File: config.mk
export PLATFORM = sky130hd
export DESIGN_NAME = csi2_packet_parser_flat
export DESIGN_NICKNAME = d
export VERILOG_FILES = /design/src/rtl/csi2_packet_parser_if.sv /design/src/rtl/csi2_packet_parser.sv /design/src/flat_wrapper.sv
export SDC_FILE = /design/constraint.sdc
export NUM_CORES = 1
export LEC_CHECK = 0
export ABC_AREA = 1
export CAP_MARGIN = 5
export CORE_ASPECT_RATIO = 0.6
export CORE_UTILIZATION = 35
export CTS_CLUSTER_SIZE = 16
export DETAILED_ROUTE_END_ITERATION = 16
export PLACE_DENSITY = 0.62
export SYNTH_ARGS = -nofsm -noshare
export SYNTH_HDL_FRONTEND = slang
export SYNTH_SLANG_ARGS = --single-unit
File: constraint.sdc
create_clock -name mipi_clk -period 5.3 [get_ports mipi_clk]
set_input_delay 1.06 -clock mipi_clk [delete_from_list [all_inputs] [get_ports mipi_clk]]
set_output_delay 1.06 -clock mipi_clk [all_outputs]
set_load 0.05 [all_outputs]
File: src/rtl/csi2_packet_parser_if.sv
// csi2_packet_parser_if: aligned word input and byte-enabled payload output bus
interface csi2_packet_parser_if;
  logic [31:0] word_in;
  logic word_valid;
  logic [31:0] payload_data;
  logic [3:0] payload_be;
  logic payload_valid;
  logic payload_last;
  modport master (output word_in, word_valid, input payload_data, payload_be, payload_valid, payload_last);
  modport slave (input word_in, word_valid, output payload_data, payload_be, payload_valid, payload_last);
endinterface

File: src/rtl/csi2_packet_parser.sv
// csi2_packet_parser: CSI-2 header decode with ECC check, sync pulses and payload framing
module csi2_packet_parser #(
  parameter logic [15:0] MAX_WC = 16'd4096
) (
  input  logic mipi_clk,
  input  logic reset,
  input  logic stop,
  csi2_packet_parser_if.slave bus,
  output logic header_valid,
  output logic [1:0] virtual_channel,
  output logic [5:0] data_type,
  output logic [15:0] word_count,
  output logic frame_start,
  output logic frame_end,
  output logic line_start,
  output logic line_end,
  output logic ecc_error,
  output logic wc_error,
  output logic busy
);
  typedef enum logic [1:0] {IDLE, HEADER, PAYLOAD, DRAIN} state_t;
  state_t state;
  logic [15:0] rem;
  logic [5:0] ecc;
  logic [23:0] d;
  logic [5:0] dt;
  logic [15:0] wc;
  logic long_ok;
  always_comb begin
    d = bus.word_in[23:0];
    dt = d[5:0];
    wc = d[23:8];
    ecc[0] = ^(d & 24'hF12CB7);
    ecc[1] = ^(d & 24'hF2555B);
    ecc[2] = ^(d & 24'h749A6D);
    ecc[3] = ^(d & 24'hB8E38E);
    ecc[4] = ^(d & 24'hDF03F0);
    ecc[5] = ^(d & 24'hEFFC00);
    long_ok = dt >= 6'h10 && wc != 16'd0 && wc <= MAX_WC;
  end
  assign busy = state == PAYLOAD || state == DRAIN;
  always_ff @(posedge mipi_clk) begin
    if (!reset) begin
      state <= IDLE;
      rem <= '0;
      header_valid <= 1'b0;
      virtual_channel <= '0;
      data_type <= '0;
      word_count <= '0;
      frame_start <= 1'b0;
      frame_end <= 1'b0;
      line_start <= 1'b0;
      line_end <= 1'b0;
      ecc_error <= 1'b0;
      wc_error <= 1'b0;
      bus.payload_data <= '0;
      bus.payload_be <= '0;
      bus.payload_valid <= 1'b0;
      bus.payload_last <= 1'b0;
    end else begin
      header_valid <= 1'b0;
      frame_start <= 1'b0;
      frame_end <= 1'b0;
      line_start <= 1'b0;
      line_end <= 1'b0;
      ecc_error <= 1'b0;
      wc_error <= 1'b0;
      bus.payload_valid <= 1'b0;
      bus.payload_last <= 1'b0;
      if (stop) state <= IDLE;
      else begin
        case (state)
          IDLE: state <= HEADER;
          HEADER: if (bus.word_valid) begin
            if (ecc != bus.word_in[29:24] || bus.word_in[31:30] != 2'b00) begin
              ecc_error <= 1'b1;
              state <= DRAIN;
            end else begin
              header_valid <= 1'b1;
              virtual_channel <= d[7:6];
              data_type <= dt;
              word_count <= wc;
              frame_start <= dt == 6'h00;
              frame_end <= dt == 6'h01;
              line_start <= dt == 6'h02;
              line_end <= dt == 6'h03;
              wc_error <= dt >= 6'h10 && wc > MAX_WC;
              rem <= long_ok ? wc : rem;
              state <= long_ok ? PAYLOAD : DRAIN;
            end
          end
          PAYLOAD: if (bus.word_valid) begin
            bus.payload_valid <= 1'b1;
            bus.payload_data <= bus.word_in;
            bus.payload_be <= rem >= 16'd4 ? 4'hF : (4'd1 << rem[1:0]) - 4'd1;
            bus.payload_last <= rem <= 16'd4;
            rem <= rem >= 16'd4 ? rem - 16'd4 : 16'd0;
            state <= rem <= 16'd4 ? DRAIN : PAYLOAD;
          end
          default: state <= DRAIN;
        endcase
      end
    end
  end
endmodule

File: src/flat_wrapper.sv
// flat-port wrapper written by rule: the top's interface ports become plain ports
module csi2_packet_parser_flat 
#(
  parameter logic [15:0] MAX_WC = 16'd4096
)
  (mipi_clk, reset, stop, header_valid, virtual_channel, data_type, word_count, frame_start, frame_end, line_start, line_end, ecc_error, wc_error, busy, bus_word_in, bus_word_valid, bus_payload_data, bus_payload_be, bus_payload_valid, bus_payload_last);
  csi2_packet_parser_if bus_i ();
  input  logic mipi_clk;
  input  logic reset;
  input  logic stop;
  output logic header_valid;
  output logic [1:0] virtual_channel;
  output logic [5:0] data_type;
  output logic [15:0] word_count;
  output logic frame_start;
  output logic frame_end;
  output logic line_start;
  output logic line_end;
  output logic ecc_error;
  output logic wc_error;
  output logic busy;
  input wire logic [$bits(bus_i.word_in)-1:0] bus_word_in;
  input wire logic [$bits(bus_i.word_valid)-1:0] bus_word_valid;
  output wire logic [$bits(bus_i.payload_data)-1:0] bus_payload_data;
  output wire logic [$bits(bus_i.payload_be)-1:0] bus_payload_be;
  output wire logic [$bits(bus_i.payload_valid)-1:0] bus_payload_valid;
  output wire logic [$bits(bus_i.payload_last)-1:0] bus_payload_last;
  assign bus_i.word_in = bus_word_in;
  assign bus_i.word_valid = bus_word_valid;
  assign bus_payload_data = bus_i.payload_data;
  assign bus_payload_be = bus_i.payload_be;
  assign bus_payload_valid = bus_i.payload_valid;
  assign bus_payload_last = bus_i.payload_last;
  csi2_packet_parser #(.MAX_WC(MAX_WC)) u_core (.mipi_clk(mipi_clk), .reset(reset), .stop(stop), .bus(bus_i), .header_valid(header_valid), .virtual_channel(virtual_channel), .data_type(data_type), .word_count(word_count), .frame_start(frame_start), .frame_end(frame_end), .line_start(line_start), .line_end(line_end), .ecc_error(ecc_error), .wc_error(wc_error), .busy(busy));
endmodule
# After elaboration in Yosys (flattened, before gate mapping)
# Cells that the tools add are included.
[classes] add_sub_neg=2 order_cmp=5 n_eq_ne=11 n_shift=1 n_mux=16 bitwise=6 n_reduce_logical=25
[op_table] cell="$reduce_xor A24 Y1" count=6
[op_table] cell="$mux W16" count=5
[op_table] cell="$pmux W16 S2" count=1
[op_table] cell="$ge A16 B3 Y1 const B" count=1
[op_table] cell="$gt A16 B13 Y1 const B" count=1
[op_table] cell="$le A16 B13 Y1 const B" count=1
[op_table] cell="$le A16 B3 Y1 const B" count=1
[op_table] cell="$reduce_bool A16 Y1" count=1
[op_table] cell="$sub A16 B3 Y16 const B" count=1
[op_table] cell="$eq A6 B2 Y1 const B" count=2
[op_table] cell="$reduce_or A4 Y1" count=2
[op_table] cell="$eq A6 B1 Y1 const B" count=1
[op_table] cell="$ge A6 B5 Y1 const B" count=1
[op_table] cell="$logic_not A6 Y1" count=1
[op_table] cell="$mux W2" count=3
[op_table] cell="$ne A2 B2 Y1 const B" count=3
[op_table] cell="$ne A6 B6 Y1" count=1
[op_table] cell="$not A1 Y1" count=6
[op_table] cell="$pmux W2 S3" count=1
[op_table] cell="$reduce_and A6 Y1" count=1
[op_table] cell="$mux W1" count=5
[op_table] cell="$reduce_or A5 Y1" count=1
[op_table] cell="$eq A2 B2 Y1 const B" count=2
[op_table] cell="$mux W4" count=1
[op_table] cell="other kinds (13)" count=17
[word_totals] regBits=87 inputBits=36 output_inout_bits=70 word_cells=82

# Longest topological paths before layout
# Gate-level depths: netlist of the first run.
[depth] ltp_word=7 ltp_mapped=20 depth_no_buf=20

# Least setup slack after synthesis of the first run
# OpenSTA, ideal clock, no wires.
[synth_timing] kind="input -> register" start="input port bus_word_in[4]" end="register u_core.data_type[4]" setup_ns=0.112 arrival_ns=2.876 t_required_ns=5.188 slack_ns=2.312 stages=17 n_path_buf=3 cell_sequence="buf_2 -> inv_1 -> ha_1 -> nand3b_1 -> nand2_1 -> nand2_1 -> nand2_1 -> nor2_1 -> nor2_1 -> nand3_1 -> nor2_1 -> and2_4 -> nand2_4 -> buf_6 -> buf_8 -> nor2_2 -> nor2_1"
[synth_between] elab_chain_cells=5 elab_cells_between_ends=7 cone_classes="1 x eq/ne; 1 x bitwise; 5 x reduce/logical"
[synth_lines] element="from (decl)" line="flat_wrapper.sv:22" rtl="input wire logic [$bits(bus_i.word_in)-1:0] bus_word_in;"
[synth_lines] element="$reduce_xor A24 Y1, on equally long branches" line="csi2_packet_parser.sv:33, csi2_packet_parser.sv:34, csi2_packet_parser.sv:37"
[synth_lines] element="$ne A6 B6 Y1" line="csi2_packet_parser.sv:75" rtl="if (ecc != bus.word_in[29:24] || bus.word_in[31:30] != 2'b00) begin"
[synth_lines] element="$logic_or A1 B1 Y1" line="csi2_packet_parser.sv:75"
[synth_lines] element="$not A1 Y1 (no line)"
[synth_lines] element="$reduce_and A4 Y1 (no line)"
[synth_lines] element="to (signal assigned)" line="csi2_packet_parser.sv:81" rtl="data_type <= dt;"
[synth_lines] element="to (decl)" line="csi2_packet_parser.sv:11" rtl="output logic [5:0] data_type,"
# Parallel ways exist; a longest one is shown, timed or not.
# A chain may end at the register's enable or synchronous reset.

# Final worst setup path of the first run
[layout_timing] start="input port bus_word_in[20]" end="register u_core.rem[12]"
[layout_between] elab_chain_cells=5 elab_cells_between_ends=18 cone_classes="1 x order compare; 3 x eq/ne; 4 x mux; 10 x reduce/logical"
[layout_lines] element="branches (longest 5 deep; another with $le A16 B13 Y1)"
[layout_lines] element="to (signal assigned)" line="csi2_packet_parser.sv:88" rtl="rem <= long_ok ? wc : rem;"
[layout_lines] element="to (signal assigned)" line="csi2_packet_parser.sv:97" rtl="rem <= rem >= 16'd4 ? rem - 16'd4 : 16'd0;"
[layout_lines] element="to (decl)" line="csi2_packet_parser.sv:23" rtl="logic [15:0] rem;"
# Parallel ways; which one is timed is not known. The select of a mux whose other input is x is not followed.

==> results of run 1 <==
==> per-layer routing <==
metal	GRT usage, %	up-vias
li1	-	2571
met1	34.6	2171
met3	5.19	10
met2	25.0	191
met5	0	-
met4	3.92	0
==> per-stage QoR <==
| step | utilization (%) | instance area [um2] | instances | total power [mW] |
|---|---|---|---|---|
| after floorplan | - | 5020 | 768 | 0.899 |
| after global placement | 44.4 | 6150 | 1037 | 0.994 |
| after detailed placement | 44.4 | 6150 | 1037 | 0.994 |
| after CTS | 46.4 | 6420 | 1053 | 1.59 |
| after global routing | 46.4 | 6420 | 1053 | 1.66 |
| final | 46.4 | 6420 | 1053 | 1.58 |
==> registers in the layout, indices dropped and copies added (netlist names), 2 cells and up <==
signal and flops:
u_core.rem 16, u_core.bus.payload_data 32, u_core.bus.payload_be 4, u_core.state 2, u_core.virtual_channel 2, u_core.data_type 6
u_core.word_count 16
==> worst min-delay path by stage <==
stage	from	end
after floorplan	u_core.rem[9]	u_core.rem[9]
after global placement	u_core.bus.payload_be[2]	u_core.bus.payload_be[2]
after detailed placement	u_core.bus.payload_be[2]	u_core.bus.payload_be[2]
after CTS	u_core.bus.payload_be[2]	u_core.bus.payload_be[2]
after global routing	u_core.bus.payload_be[2]	u_core.bus.payload_be[2]
final	u_core.bus.payload_be[2]	u_core.bus.payload_be[2]
==> cells in the final DEF, fill, tap and decap left out, drive strengths merged, types with 3 or more instances in the layout <==
cell type,count
nand2,218
nor2,114
clkdlybuf4s50,104
inv,102
dfxtp,87
a21oi,48
o21ai,40
nand3,40
ha,19
xor2,16
nand3b,11
o22ai,11
xnor2,10
clkbuf,10
nand4,5
nor3,4
buf,4
clkinv,4
nor3b,3
or2,3
==> cells by family (layout without fill, tap and decap cells) <==
| logic type | after synthesis | count (layout) |
|---|---|---|
| AO/OA/AOI/OAI | 104 | 104 |
| AND/OR/NAND/NOR | 399 | 399 |
| adder cells (fa/ha/maj) | 19 | 19 |
| flip-flops | 87 | 87 |
| buffers and inverters | 133 | 226 |
| XOR/XNOR | 26 | 26 |
==> layout make-up <==
cell class | count | area [um2] | area share, %
inverters | 102 | 383 | 5.96
clock inverters | 6 | 46.3 | 0.721
repair buffers | 108 | 1070 | 16.6
well taps | 192 | 240 | 3.74
clock buffers | 10 | 229 | 3.57
multi-input cells | 548 | 2710 | 42.3
flip-flops and latches | 87 | 1740 | 27.1
==> tightest hold or removal path, cell delays in order, from the launching register on <==
cell                      delay [ps]
sky130_fd_sc_hd__dfxtp_1         310
sky130_fd_sc_hd__nand2_1          60
sky130_fd_sc_hd__a21oi_1          50
==> where the power goes <==
part,switching (mW),internal (mW)
Clock,0.278,0.320
Sequential,0.00633,0.661
Combinational,0.202,0.117
Total,0.486,1.10
==> summary.md, run 1 <==
Number of max-slew violations in the final report: 0. In the routed design, unresolved DRC markers number 0. TritonCTS built the clock tree.

The critical path goes through clkdlybuf4s50_1, inv_1, ha_1, inv_2, nand2_2, nand2_1, nand2_1, nand2_2, inv_2, nand2_1, nand3_1, nand3_1, nand2_1, nor2_1, nand3_1, nand2_2, nand2_2, nand2_1, nand2_1, nor2_1. The root buffer cell chosen for the clock tree is sky130_fd_sc_hd__clkbuf_16. After technology mapping, the gate count stands at 768. Routed length per placed instance: 14.0 um. Average size of a mapped cell: 6.53 um2. On the final layout, the worst hold slack is 464 ps. Sequential cells were found to cover 34.7% of the synthesized design area.

In the routed layout, each cell is associated on average with a via count of 4.69. In this run, distinct cell masters in the synthesized netlist total 32. Yosys attributes the largest share of cell area to sky130_fd_sc_hd__dfxtp_1, sky130_fd_sc_hd__nand2_1, sky130_fd_sc_hd__nor2_1. Clock-pin slew on the worst setup and hold paths: 70 ps. The count of input and output buffers was 105. The worst setup path is launched from an input pin.

The nature of the critical path endpoint is a register. The clock sink count is 87. For this block, wires on met1 add up to 8370 um. Type of the worst setup path: in -> reg. For this design the ratio of total power to cell area is 247 nW/um2.

The xor and xnor area share after synthesis was 4.54%. The worst register-to-register path has a depth of 13. The dominant combinational cell family by area after synthesis was simple AND/OR/NAND/NOR gates. Delay of the slowest cell on the worst path: 630 ps. The primary flip-flop cell chosen by synthesis mapping was sky130_fd_sc_hd__dfxtp_1. The residual overflow from global routing is 0. Yosys mapped a number of flops with a built-in enable equal to 0.

The maximum count of clock buffers along a single path was 2; the proportion of register bits with asynchronous set or reset after synthesis was 0%. In this run, synthesis produced a sequential element count of 87. Across all register-to-register paths, the minimum setup slack is 2760 ps.

In this run the standard cell core region covers 13800 um2. The static leakage is 3.13 nW. The wire length of the first global-routing pass is 23200 um, and the share of the clock period used by the worst path is 73.4%. The tools report the total met2 wirelength after detailed routing as 4960 um. The die is 94.7 um tall.

The layout overhead on the synthesized area was 28.0%. The tools report the total clock buffers created by CTS as 9. The final layout contains routed wiring with a total length of 14800 um. Following the worst setup path forward leads to its endpoint at u_core.rem[12]. Entering global routing, the biggest net connects 67 pins.

The tool flagged a number of max-cap violations equal to 0. In this run the worst hold path is classified as reg -> reg. The run gives 1410 ps as the minimum setup slack in the final design. In this run the count of I/O pins placed on the die edge is 106.

The terminus of the critical flop-to-flop path was u_core.rem[1]. The count of buffering cells on the critical path with inverters included was 4; the first-pass detailed-route iteration total was 5. The commonest cells after synthesis are sky130_fd_sc_hd__nand2_1, sky130_fd_sc_hd__nor2_1, sky130_fd_sc_hd__inv_1.

The run gives 0 as the number of setup buffers added after CTS. For the number of cells upsized or downsized after cts, the log shows 0. After Yosys synthesis, and, or, nand and nor cells account for 33.9% of the synthesized area. The total number of cells along the worst setup path works out to 20. sky130_fd_sc_hd__nand2_1 is the most common cell in the netlist. In this run the worst setup path begins at bus_word_in[20]. The critical-path cell with the highest stage delay was sky130_fd_sc_hd__clkdlybuf4s50_1. The dominant delay contributor by cell family on the critical path was simple AND/OR/NAND/NOR gates. The area of the mapped netlist is 5020 um2.

Counting instances, the worst hold path has a depth of 2. Setup repair after global routing left no endpoint under its margin. The detailed router placed 4943 vias in this run. Count of final hold-check violations: 0.

The share of final-layout standard cells stronger than drive strength 1 was 6.74%; the setup skew after layout was 5.44 ps. By instance count, the cell type seen most on the critical path is sky130_fd_sc_hd__nand2_1. After routing, the total negative slack on setup checks comes to 0 ps. The number of nets handed over by synthesis was 823. sky130_fd_sc_hd__dfxtp_1 takes more of the synthesized area than any other cell.

Of the post-synthesis cell area, the dominant cell type holds 34.7%. The mux share of post-synthesis cell area works out to 0%. The die width is 157 um.

The highest layer touched by signal routing is met4. Fill cells in the final layout number 1383. The warning count from the yosys run was 0. After floorplanning, the core was divided into 33 placement rows. The count of nets left with antenna violations once routing finished came out at 0. The post-synthesis share of cell area spent on full adders, half adders and majority gates is 4.74%, and the amount of wire on met3 after detailed routing is 1340 um. Number of buffers inserted for hold repair after clock tree synthesis: 0. The minimum clock period after layout was 3890 ps; the estimated wirelength of the detail-placed design was 11300 um. The worst register-to-register path begins at u_core.rem[2]. The full die area is 14800 um2. Derived from the worst setup path, the maximum achievable clock frequency is 0.257 GHz. The logs give 0.000127 V for the maximum VDD drop and 49.7% for the remaining max-slew budget at the tightest pin.

The number of antenna diodes in the final layout is 0. STA puts the critical path data arrival time at 4170 ps. The via count of the first global-routing pass came out at 4199. Global routing used 20.8% of the available tracks. The final weighted congestion in routability-driven placement came out at 0.896. The H-tree generated during clock tree synthesis spans 3 levels.

At the later pin of the worst-skew pair, clock insertion delay measures 340 ps. For the total setup violations reported at the end of the flow, the log shows 0. For the pre-CTS setup slack, the log shows 1130 ps.

The logs give 0 for the number of antenna violations at the first check in global routing and 36.3% for the initial cell density of the core. The number of violations reported at the end of detailed-routing iteration 0 was 460; the measured slew at the worst slew-check pin was 754 ps. Highest fanout seen on the critical path: 27. The synthesized netlist devotes 10.9% of its cell area to compound gates. The endpoint required time on the critical path was 5580 ps. The final layout contains 911 nets.

The flow ran to the end, and the final reports show no timing, DRC or antenna violations.
Power figures use the tool's default switching activity.
==> run 2, diff against run 1 <==
clock period = 3.65 ns   (was 5.3 ns; I/O delays follow)
==> run 2 against run 1 <==
Net effect: combinational power grew 59%; critical path type unchanged; power up 50%; critical path depth up 1; final area is 5.7% higher; first-iteration DRC count shrank 17%; sequential power is 45% higher; final cell count increased by 4.1%; wire length grew 5.3%; non-clock buffer count rose by 43; die area unchanged; count of clock-buffer cells in the layout grew 1.
==> summary.md, run 2 (same netlist as run 1, synthesis figures left out) <==
The flow ran to the end, and the final reports show no timing, DRC or antenna violations. The tools report the count of pins on the block boundary as 106 (unchanged). Clock sink count: 87 (unchanged). In the final layout, the registers with the most flip-flops are u_core.bus.payload_data x32, u_core.rem x16, u_core.word_count x16. Number of violations reported at the end of detailed-routing iteration 0: 382 (-17%). The logs give 1080 (+4.1%) for the number of cells in the design after placement and 36.8% (+2.2 points) for the global-route met1 utilization.

The via count of the first global-routing pass came out at 4223 (+0.57%). The delay of the slowest cell on the worst path came out at 500 ps (-130 ps). Setup repair after global routing left no endpoint under its margin. The total clock buffers created by CTS was 9 (unchanged). Remaining max-slew budget at the tightest pin: 56.6% (+6.9 points). After layout, the worst path uses 87.5% of the clock period.

The number of buffers inserted for hold repair after clock tree synthesis is 0 (unchanged), and the global routing usage summed across all routing layers is 21.5% (+0.70 points). The share of final-layout standard cells stronger than drive strength 1 was 11.3% (+4.5 points); the power density relative to cell area was 351 nW/um2 (+42%). Endpoint required time on the critical path: 3890 ps (-1690 ps). The number of nets at the end of the flow was 954 (+4.7%). Mean number of vias per cell: 4.66 (-0.68%). The critical-path cell with the highest stage delay is sky130_fd_sc_hd__clkdlybuf4s50_1. The total wire length after detailed routing was 15600 um (+5.3%). The aggregate negative setup slack is 0 ps (unchanged), and the number of max-slew violations in the final report is 0 (unchanged). The register-to-register setup slack was 1090 ps (-1670 ps).

The vertical die dimension is 94.7 um (unchanged). The nature of the critical path endpoint is a register. Timing would allow up to 0.313 GHz.

The measured slew at the worst slew-check pin is 650 ps (-104 ps), and the final non-filler cell total is 1096 (+4.1%). The via count of the routed design came out at 5110 (+3.4%). The run gives 0 (unchanged) as the count of final hold-check violations.

For the power after layout, the log shows 2.38 mW (+50%). In this run the critical register-to-register path is captured at u_core.rem[0]. The startpoint identified for the worst hold timing path is u_core.bus.payload_be[1]. The maximum VDD drop was 0.000210 V (+66%); the maximum number of pins on one net before global-route repair was 67 (unchanged). The number of antenna violations at the first check in global routing was 0 (unchanged); the routed length per placed instance was 14.2 um (+1.2%). The library cell used most frequently in the layout, excluding fill and tap cells, is sky130_fd_sc_hd__nand2_1. The minimum setup slack in the final design was 456 ps (-954 ps); the global-route track usage on met2 was 23.2% (-1.7 points). The placeable core region was 13800 um2 (unchanged); the initial cell density of the core was 36.3% (unchanged).

The DRC violations left is 0 (unchanged). Die width: 157 um (unchanged). TritonCTS built the clock tree. The placed instance area was 6490 um2 (+5.7%); the pre-CTS setup slack was 154 ps (-973 ps). The master cell of the clock root buffer was sky130_fd_sc_hd__clkbuf_16. The run gives 6 (+1) as the first-pass detailed-route iteration total. The critical path goes through clkdlybuf4s50_1, inv_1, ha_1, inv_1, nand2_1, nand2_1, nand2_1, nand2_1, nand2_1, nand2_1, nand2_1, nand3_1, nand2_1, nor2_1, nand3_1, nand2_2, buf_12, buf_4, nand3b_1, nand2_1, nor2_1. STA classifies the critical path startpoint as an input pin. The estimated wirelength of the detail-placed design was 12100 um (+6.9%); the number of max-capacitance violations reported was 0 (unchanged). The logs give 3 (unchanged) for the H-tree depth and 3440 ps (-730 ps) for the arrival time of the worst setup path. The tools report the final weighted congestion in routability-driven placement as 0.888 (-0.98%). The layout overhead on the synthesized area is 35.3%, and the number of cells upsized or downsized after cts is 0 (unchanged). The clock-pin slew on the worst setup and hold paths was 70 ps (about the same). Type of the worst min-delay path: reg -> reg. The logs give 33 (unchanged) for the row count and 0 (unchanged) for the number of setup buffers added after CTS. The register bank with the most flops is u_core.bus.payload_data. The area of all placed cells without fillers is 6790 um2 (+5.7%), and the met3 track demand over resource is 6.93% (+1.7 points). The most used routing layer in global routing is met1. Counting stages on the worst path, the most repeated cell is sky130_fd_sc_hd__nand2_1.

The highest fanout seen on the critical path is 18 (-33%), and the full die area is 14800 um2 (unchanged). The tools report the static leakage as 3.35 nW (+7.2%). The tools report the total setup violations reported at the end of the flow as 0 (unchanged). Number of antenna cells inserted: 0 (unchanged). The cell depth of the worst min-delay path works out to 2 (unchanged). The number of flip-flops under the largest register name was 32 (unchanged); the wire length of the first global-routing pass was 23800 um (+2.6%).

The top cell types in the final layout, fill and taps aside, are sky130_fd_sc_hd__nand2_1, sky130_fd_sc_hd__clkdlybuf4s50_1, sky130_fd_sc_hd__nor2_1, sky130_fd_sc_hd__inv_1, sky130_fd_sc_hd__dfxtp_1. For hold timing, the worst endpoint is u_core.bus.payload_be[1]. The run gives 350 ps (about the same) as the latest clock arrival within the worst-skew pair. Type of the worst setup path: in -> reg. The smallest clock period supported by the final layout is computed as 3190 ps. The count of input and output buffers came out at 105 (unchanged). The worst register-to-register path begins at u_core.rem[2].

Maximum count of clock buffers along a single path: 2 (unchanged). Remaining antenna violation count: 0 (unchanged). The residual overflow from global routing was 0 (unchanged).

In this run the worst setup path begins at bus_word_in[8]. Setup skew after layout: 8.72 ps (+3.28 ps). The logic depth of the worst register-to-register path works out to 13 (unchanged).
-- run 2: cell types whose count changed in the layout (fill, tap and decap cells not counted) --
cell                       before  now
sky130_fd_sc_hd__buf_4          3   44
sky130_fd_sc_hd__buf_12         0    2
sky130_fd_sc_hd__clkbuf_8       0    2
sky130_fd_sc_hd__clkbuf_1       1    0
sky130_fd_sc_hd__clkinv_2       1    0
-- run 2: report_power, final --
group	switching (mW)	internal (mW)
clock	0.401	0.503
combinational	0.307	0.200
sequential	0.00916	0.960
total	0.718	1.66
-- run 2: how the worst max path moves through the flow --
stage                           to  slack [ps]  depth (start not counted)
6_report            u_core.rem[10]         460                         21
5_1_grt             u_core.rem[10]         210                         22
4_1_cts             u_core.rem[10]         510                         21
3_5_place_dp        u_core.rem[10]         150                         21
3_3_place_gp        u_core.rem[10]         210                         21
2_1_floorplan  u_core.data_type[4]         990                         17
-- run 2: critical path: cells and delay by family --
kind,cells,cell delay [ps]
adders and majority gates,1,400
and+or+nand+nor,15,1250
buffers and inverters,5,1050
-- run 2: final cells by class --
cell class,count,area [um2]
clock buffer,11,253
tap,192,240
timing repair buffer,151,1420
fill,1403,7040
inverter,102,383
multi-input combinational,548,2710
sequential,87,1740
clock inverter,5,41.3
-- run 2: per-layer routing --
layer	routed length [um]	vias to the layer above	share of wire (%)
met2	4910	198	32
met3	1620	9	10
li1	-	2663	-
met1	8910	2240	57
met4	109	0	0.70
met5	0	-	0
-- run 2: through the flow --
| stage | utilization, % | hold slack, ps |
|---|---|---|
| global placement | 47.0 | 460 |
| CTS | 49.1 | 473 |
| finish | 49.1 | 469 |
| floorplan | - | 452 |
| detailed placement | 47.0 | 460 |
| global route | 49.1 | 483 |
